**src/rtl/simmem_pkg.sv**
```systemverilog
// Shared widths and slot record for the simulated-memory write-response path.
// No logic; no latency; no backpressure.
package simmem_pkg;

    localparam int WriteRespBankAddrWidth = 4;
    localparam int DelayWidth             = 8;

    typedef struct packed {
        logic                              occupied;
        logic [WriteRespBankAddrWidth-1:0] id;
        logic [DelayWidth-1:0]             counter;
    } slot_t;

endpackage

```
**src/rtl/simmem_lowest_set_finder.sv**
```systemverilog
// Lowest-set-bit finder: returns index of the lowest set bit and whether any bit is set.
// Purely combinational, zero latency; no backpressure.
// With no bit set, the index reads 0 and the found flag is low.
module simmem_lowest_set_finder #(
    parameter  int Width = 8,
    localparam int IdxW  = (Width > 1) ? $clog2(Width) : 1
) (
    input  logic [Width-1:0] i_vec,
    output logic [IdxW-1:0]  o_idx,
    output logic             o_found
);

    always_comb begin
        o_idx   = '0;
        o_found = 1'b0;
        // Scan downwards so the last hit written is the lowest index.
        for (int i = Width - 1; i >= 0; i--) begin
            if (i_vec[i]) begin
                o_idx   = IdxW'(i);
                o_found = 1'b1;
            end
        end
    end

endmodule

```
**src/rtl/simmem_delay_tracker.sv**
```systemverilog
// Holds (id, delay) entries in slots and releases each id once its countdown reaches zero.
// Release no earlier than T+1+D for an entry accepted in cycle T; outputs are register-only.
// in_ready_o drops when all slots are full; a stalled release locks its slot until handshake.
module simmem_delay_tracker
    import simmem_pkg::*;
#(
    parameter int NumSlots = 8,
    parameter int IdWidth  = WriteRespBankAddrWidth,
    parameter int CntWidth = DelayWidth
) (
    input  logic                        clk_i,
    input  logic                        rst_ni,
    input  logic [IdWidth-1:0]          local_id_i,
    input  logic [CntWidth-1:0]         delay_i,
    input  logic                        in_valid_i,
    output logic                        in_ready_o,
    output logic [IdWidth-1:0]          release_id_o,
    output logic                        release_valid_o,
    input  logic                        release_ready_i,
    output logic [$clog2(NumSlots):0]   occupancy_o
);

    localparam int IdxW = $clog2(NumSlots);
    localparam int OccW = IdxW + 1;

    // Same layout as simmem_pkg::slot_t, sized by this instance's parameters.
    typedef struct packed {
        logic                occupied;
        logic [IdWidth-1:0]  id;
        logic [CntWidth-1:0] counter;
    } trk_slot_t;

    trk_slot_t         r_slots [NumSlots];
    logic              r_locked;
    logic [IdxW-1:0]   r_lock_idx;
    logic [OccW-1:0]   r_occ;

    logic [NumSlots-1:0] w_free_vec;
    logic [NumSlots-1:0] w_exp_vec;
    logic [IdxW-1:0]     w_free_idx;
    logic [IdxW-1:0]     w_exp_idx;
    logic [IdxW-1:0]     w_sel_idx;
    logic                w_free_found;
    logic                w_exp_found;
    logic                w_rel_vld;
    logic                w_accept;
    logic                w_release;

    always_comb begin
        w_free_vec = '0;
        w_exp_vec  = '0;
        for (int i = 0; i < NumSlots; i++) begin
            w_free_vec[i] = ~r_slots[i].occupied;
            w_exp_vec[i]  = r_slots[i].occupied && (r_slots[i].counter == '0);
        end
    end

    simmem_lowest_set_finder #(.Width(NumSlots)) u_free_finder (
        .i_vec   (w_free_vec),
        .o_idx   (w_free_idx),
        .o_found (w_free_found)
    );

    simmem_lowest_set_finder #(.Width(NumSlots)) u_exp_finder (
        .i_vec   (w_exp_vec),
        .o_idx   (w_exp_idx),
        .o_found (w_exp_found)
    );

    // A locked slot stays expired until its handshake, so it alone keeps valid high.
    assign w_sel_idx       = r_locked ? r_lock_idx : w_exp_idx;
    assign w_rel_vld       = r_locked | w_exp_found;
    assign release_valid_o = w_rel_vld;
    assign release_id_o    = w_rel_vld ? r_slots[w_sel_idx].id : '0;
    assign in_ready_o      = w_free_found;
    assign occupancy_o     = r_occ;

    assign w_accept  = in_valid_i & w_free_found;
    assign w_release = w_rel_vld & release_ready_i;

    always_ff @(posedge clk_i or negedge rst_ni) begin
        if (!rst_ni) begin
            for (int i = 0; i < NumSlots; i++) begin
                r_slots[i] <= '0;
            end
            r_locked   <= 1'b0;
            r_lock_idx <= '0;
            r_occ      <= '0;
        end else begin
            for (int i = 0; i < NumSlots; i++) begin
                if (w_release && (w_sel_idx == IdxW'(i))) begin
                    r_slots[i].occupied <= 1'b0;
                end else if (w_accept && (w_free_idx == IdxW'(i))) begin
                    r_slots[i].occupied <= 1'b1;
                    r_slots[i].id       <= local_id_i;
                    r_slots[i].counter  <= delay_i;
                end else if (r_slots[i].occupied && (r_slots[i].counter != '0)) begin
                    r_slots[i].counter <= r_slots[i].counter - CntWidth'(1);
                end
            end

            if (w_release) begin
                r_locked <= 1'b0;
            end else if (w_rel_vld) begin
                r_locked   <= 1'b1;
                r_lock_idx <= w_sel_idx;
            end

            r_occ <= r_occ + OccW'(w_accept) - OccW'(w_release);
        end
    end

endmodule

```
**config.mk**
```make
export PLATFORM = sky130hd
export DESIGN_NAME = simmem_delay_tracker
export DESIGN_NICKNAME = d
export VERILOG_FILES = /design/src/rtl/simmem_pkg.sv /design/src/rtl/simmem_lowest_set_finder.sv /design/src/rtl/simmem_delay_tracker.sv
export SDC_FILE = /design/constraint.sdc
export NUM_CORES = 1
export LEC_CHECK = 0
export ABC_AREA = 1
export BUFFER_PORTS_ARGS = -buffer_cell sky130_fd_sc_hd__buf_4
export CORE_UTILIZATION = 45
export CTS_BUF_LIST = sky130_fd_sc_hd__clkbuf_4 sky130_fd_sc_hd__clkbuf_8 sky130_fd_sc_hd__clkbuf_16
export CTS_CLUSTER_DIAMETER = 50
export DETAILED_ROUTE_END_ITERATION = 8
export SLEW_MARGIN = 40
export SYNTH_ARGS = -nofsm -noshare
export SYNTH_HDL_FRONTEND = slang
export SYNTH_SLANG_ARGS = --single-unit
```
**constraint.sdc**
```tcl
create_clock -name clk_i -period 2.97 [get_ports clk_i]
set_input_delay 0.1485 -clock clk_i [delete_from_list [all_inputs] [get_ports clk_i]]
set_output_delay 0.1485 -clock clk_i [all_outputs]
set_load 0.1 [all_outputs]
```
==> metrics.md <==
| Metric | Value |
|---|---|
| CTS tree | `built` |
| N_diodes | `0` |
| Vias in the first global route | `approximately 5400` |
| Post-synthesis sequential area ratio | `40.6%` |
| Area leader, netlist | `dfrtp_1` |
| Cell leakage power | `approximately 3.9 nW` |
| Final ANT Viol Nets | `0` |
| Status | `finished, final reports clean` |
| Share of the synthesized area in the top cell type | `40.6%` |
| Pwr dens | `1280 nW/um^2` |
| CP arrival | `2.72 ns` |
| Most common cell after layout, fill and taps aside | `nand2_1` |
| Die height | `126 um` |
| RSZ-0062 raised after global routing | `yes` |
| Post-synthesis mux area share | `0%` |
| Adder-cell share of the synthesized area | `3.37%` |
| Full die area | `15900 um^2` |
| FF+latch count, synth | `112` |
| Synth top area cells | `dfrtp_1 41%, nand2_1 16%, o21ai_0 7.7%, inv_1 5.7%, xor2_1 4.2%` |
| Initial Util | `46.8%` |
| Num ports | `26` |
| Share of the synthesized netlist area taken by xor and xnor gates | `5.96%` |
| DIE WIDTH | `around 130 um` |
| Combinational family with the most area after synthesis | `simple AND/OR/NAND/NOR gates` |
| IO Port Bufs | `25` |
| Cell variety after synth | `37` |
| GP Congestion | `around 0.85` |
| Final Hold Viols | `0` |
| Tot GR Track Use | `22.2%` |
| VDD IR-drop max | `0.000505 V` |
| Routed vias | `5843` |
| Initial DRC Count | `324` |
| Post-Layout Cell Count | `1174` |
| Util after Layout | `53.4%` |
| Clock sink count | `112` |
| Root buffer cell | `clkbuf_16` |
| Core area | `14800 um^2` |
| Post-synthesis cell count | `942` |
| Clock Pin Slew Worst Setup and Hold Paths | `0.07 ns` |
| Site Rows | `44` |
| Fillers | `1461` |
| Nets | `between 1000 and 1500` |
| Post-synth ARST share | `100%` |
| Area delta synth->final | `14.1%` |
| Largest net degree at the start of global routing | `49` |
| Final period util | `96.5%` |
| CP Launch Type | `register` |
| Mapped Nets | `976` |
| Critical path required time | `about 2.8 ns` |
| Worst slew pin tran | `between 0.7 and 0.8 ns` |
| Pre-antenna DRT Iters | `4` |
| DRC viols | `0` |
| Cts bufs inserted | `9` |
| Cells after DPL | `1144` |
| Fin Hold WS | `~0.12 ns` |
| Global-route wire length before repair | `27.6 mm` |
| Fin. max-slew vios | `0` |
| CP Capture Type | `primary output` |
| Max Root-Sink Buffers | `2` |
| Later-pin clock latency in the skew report | `between 0.3 and 0.4 ns` |
| Setup TNS | `0 ns` |
| Most frequent cells in the layout | `292 x nand2_1, 112 x dfrtp_1, 106 x o21ai_0` |
| Clock skew | `0.00843 ns` |
| DR WL/cell | `between 10 and 15 um` |
| Ys flop type | `dfrtp_1` |
| Slew HR | `49.3%` |
| Simple-Gate Fraction of Synth Area | `29.2%` |
| Yosys warns | `0` |
| Initial antenna violation count | `0` |
| Avg Synthesized Cell Area | `7.33 um^2` |
| Max Fclk | `~350 MHz` |
| Mapped Area | `6910 um^2` |
| Setup violators final | `0` |
| Remaining Overflow, GRT | `0` |
| H-Tree Depth | `3` |
| Class of the worst hold path | `input pin to register` |
| Total Wirelength | `16.8 mm` |
| Dpl hpwl | `12.0 mm` |
| Max cap viols | `0` |
| Post-DR vias/cell | `4.98` |
| Setup CP Type | `register to primary output` |
| Worst Path Max Fanout | `9` |
| Period minus WS final | `2.87 ns` |
| Post-synth EDFFs | `0` |
| Layout cells sized above 1 | `13.5%` |
| Compound-Gate Fraction of Synth Area | `12.7%` |
-- registers in the layout, indices dropped and copies added, names as in the netlist --
| signal | count |
|---|---|
| r_slots | 104 |
| r_locked | 1 |
| r_lock_idx | 3 |
| occupancy_o | 4 |
-- final cells by class --
| type | count | area, um^2 | area share, % |
|---|---|---|---|
| multi-input combinational | 695 | 3650 | 46.4 |
| sequential | 112 | 2800 | 35.5 |
| timing repair buffer | 51 | 464 | 5.89 |
| inverter | 116 | 440 | 5.59 |
| clock buffer | 10 | 233 | 2.95 |
| tap | 184 | 230 | 2.92 |
| clock inverter | 6 | 60.1 | 0.762 |
-- cells in the mapped netlist, types with 2 or more instances --
cell type	instances
a21oi_1	11
a31oi_1	2
and3_1	3
buf_2	4
buf_4	4
buf_6	5
clkbuf_1	7
dfrtp_1	112
ha_1	17
inv_1	104
inv_2	12
nand2_1	295
nand2_2	14
nand2_4	3
nand3_1	17
nand3b_1	12
nand4_1	16
nor2_1	62
nor2_2	6
nor2_4	3
nor3_1	11
o21ai_0	106
o21ai_1	54
or2_1	4
xnor2_1	14
xor2_1	33
-- cell families after synthesis --
group                    count (synthesis)
XOR/XNOR                                47
buffers and inverters                  136
AO/OA/AOI/OAI                          174
adder cells (fa/ha/maj)                 18
AND/OR/NAND/NOR                        455
flip-flops                             112
-- per-stage QoR --
step	setup slack (ns)	power [mW]	cell area, um^2
after floorplan	0.0751	7.42	6920
after global placement	0.213	8.45	7310
after detailed placement	0.171	8.51	7310
after CTS	0.00848	9.86	7670
after global routing	-0.0944	11.1	7890
final	0.104	10.1	7890
-- worst paths after layout --
check                                           end  slack, ns                    start  cells past startpoint
max                                 release_id_o[3]       0.10  r_slots[14]$_DFFE_PN0P_                     19
min                         r_slots[96]$_DFFE_PN0P_       0.12               delay_i[5]                      5
max reg2reg                occupancy_o[2]$_DFF_PN0_       0.23  r_slots[78]$_DFFE_PN0P_                     17
min reg2reg                 r_slots[34]$_DFFE_PN0P_       0.48  r_slots[34]$_DFFE_PN0P_                      2
max in group asynchronous   r_slots[73]$_DFFE_PN0P_       1.89                   rst_ni                      3
min in group asynchronous   r_slots[66]$_DFFE_PN0P_       0.37                   rst_ni                      2
-- power by group --
part / switching (mW) / total (mW) / internal [mW]
combinational: 3.84 / 6.05 / 2.21
sequential: 0.540 / 2.84 / 2.30
clock: 0.579 / 1.24 / 0.660
-- worst max-delay path: stages, from the launching register on --
cell and delay (ns):
dfrtp_1 0.40, inv_2 0.07, ha_1 0.14, nor3b_4 0.22
nand3_2 0.11, nand2_1 0.08, nand2_1 0.05, nand2_1 0.06
nand2_1 0.07, nand2_1 0.08, nand2_2 0.06, nand2_4 0.13
nand2_4 0.12, nor2_4 0.18, nand2_1 0.06, nand2_1 0.08
nor2_1 0.04, nor2_1 0.16, nor2_4 0.06, buf_12 0.16
-- routing by layer --
metal | track usage, % | vias up | share of wire (%) | wire length, um
met2 | 35.3 | 85 | 45 | 7610
met5 | 0 | - | 0 | 0
met3 | 4.59 | 16 | 3.6 | 610
met4 | 5.03 | 0 | 1.1 | 184
li1 | - | 3081 | - | -
met1 | 31.2 | 2661 | 50 | 8410
-- what timing repair did --
action / in CTS / in global routing
hold buffers: 1 / 0
setup buffers: 2 / 10
endpoints found under the hold margin: 46 / 0
endpoints found under the setup margin: 4 / 13
gates cloned: 0 / 1
gates resized for setup: 7 / 33
pin swaps: 1 / 17
Power figures use the tool's default switching activity.
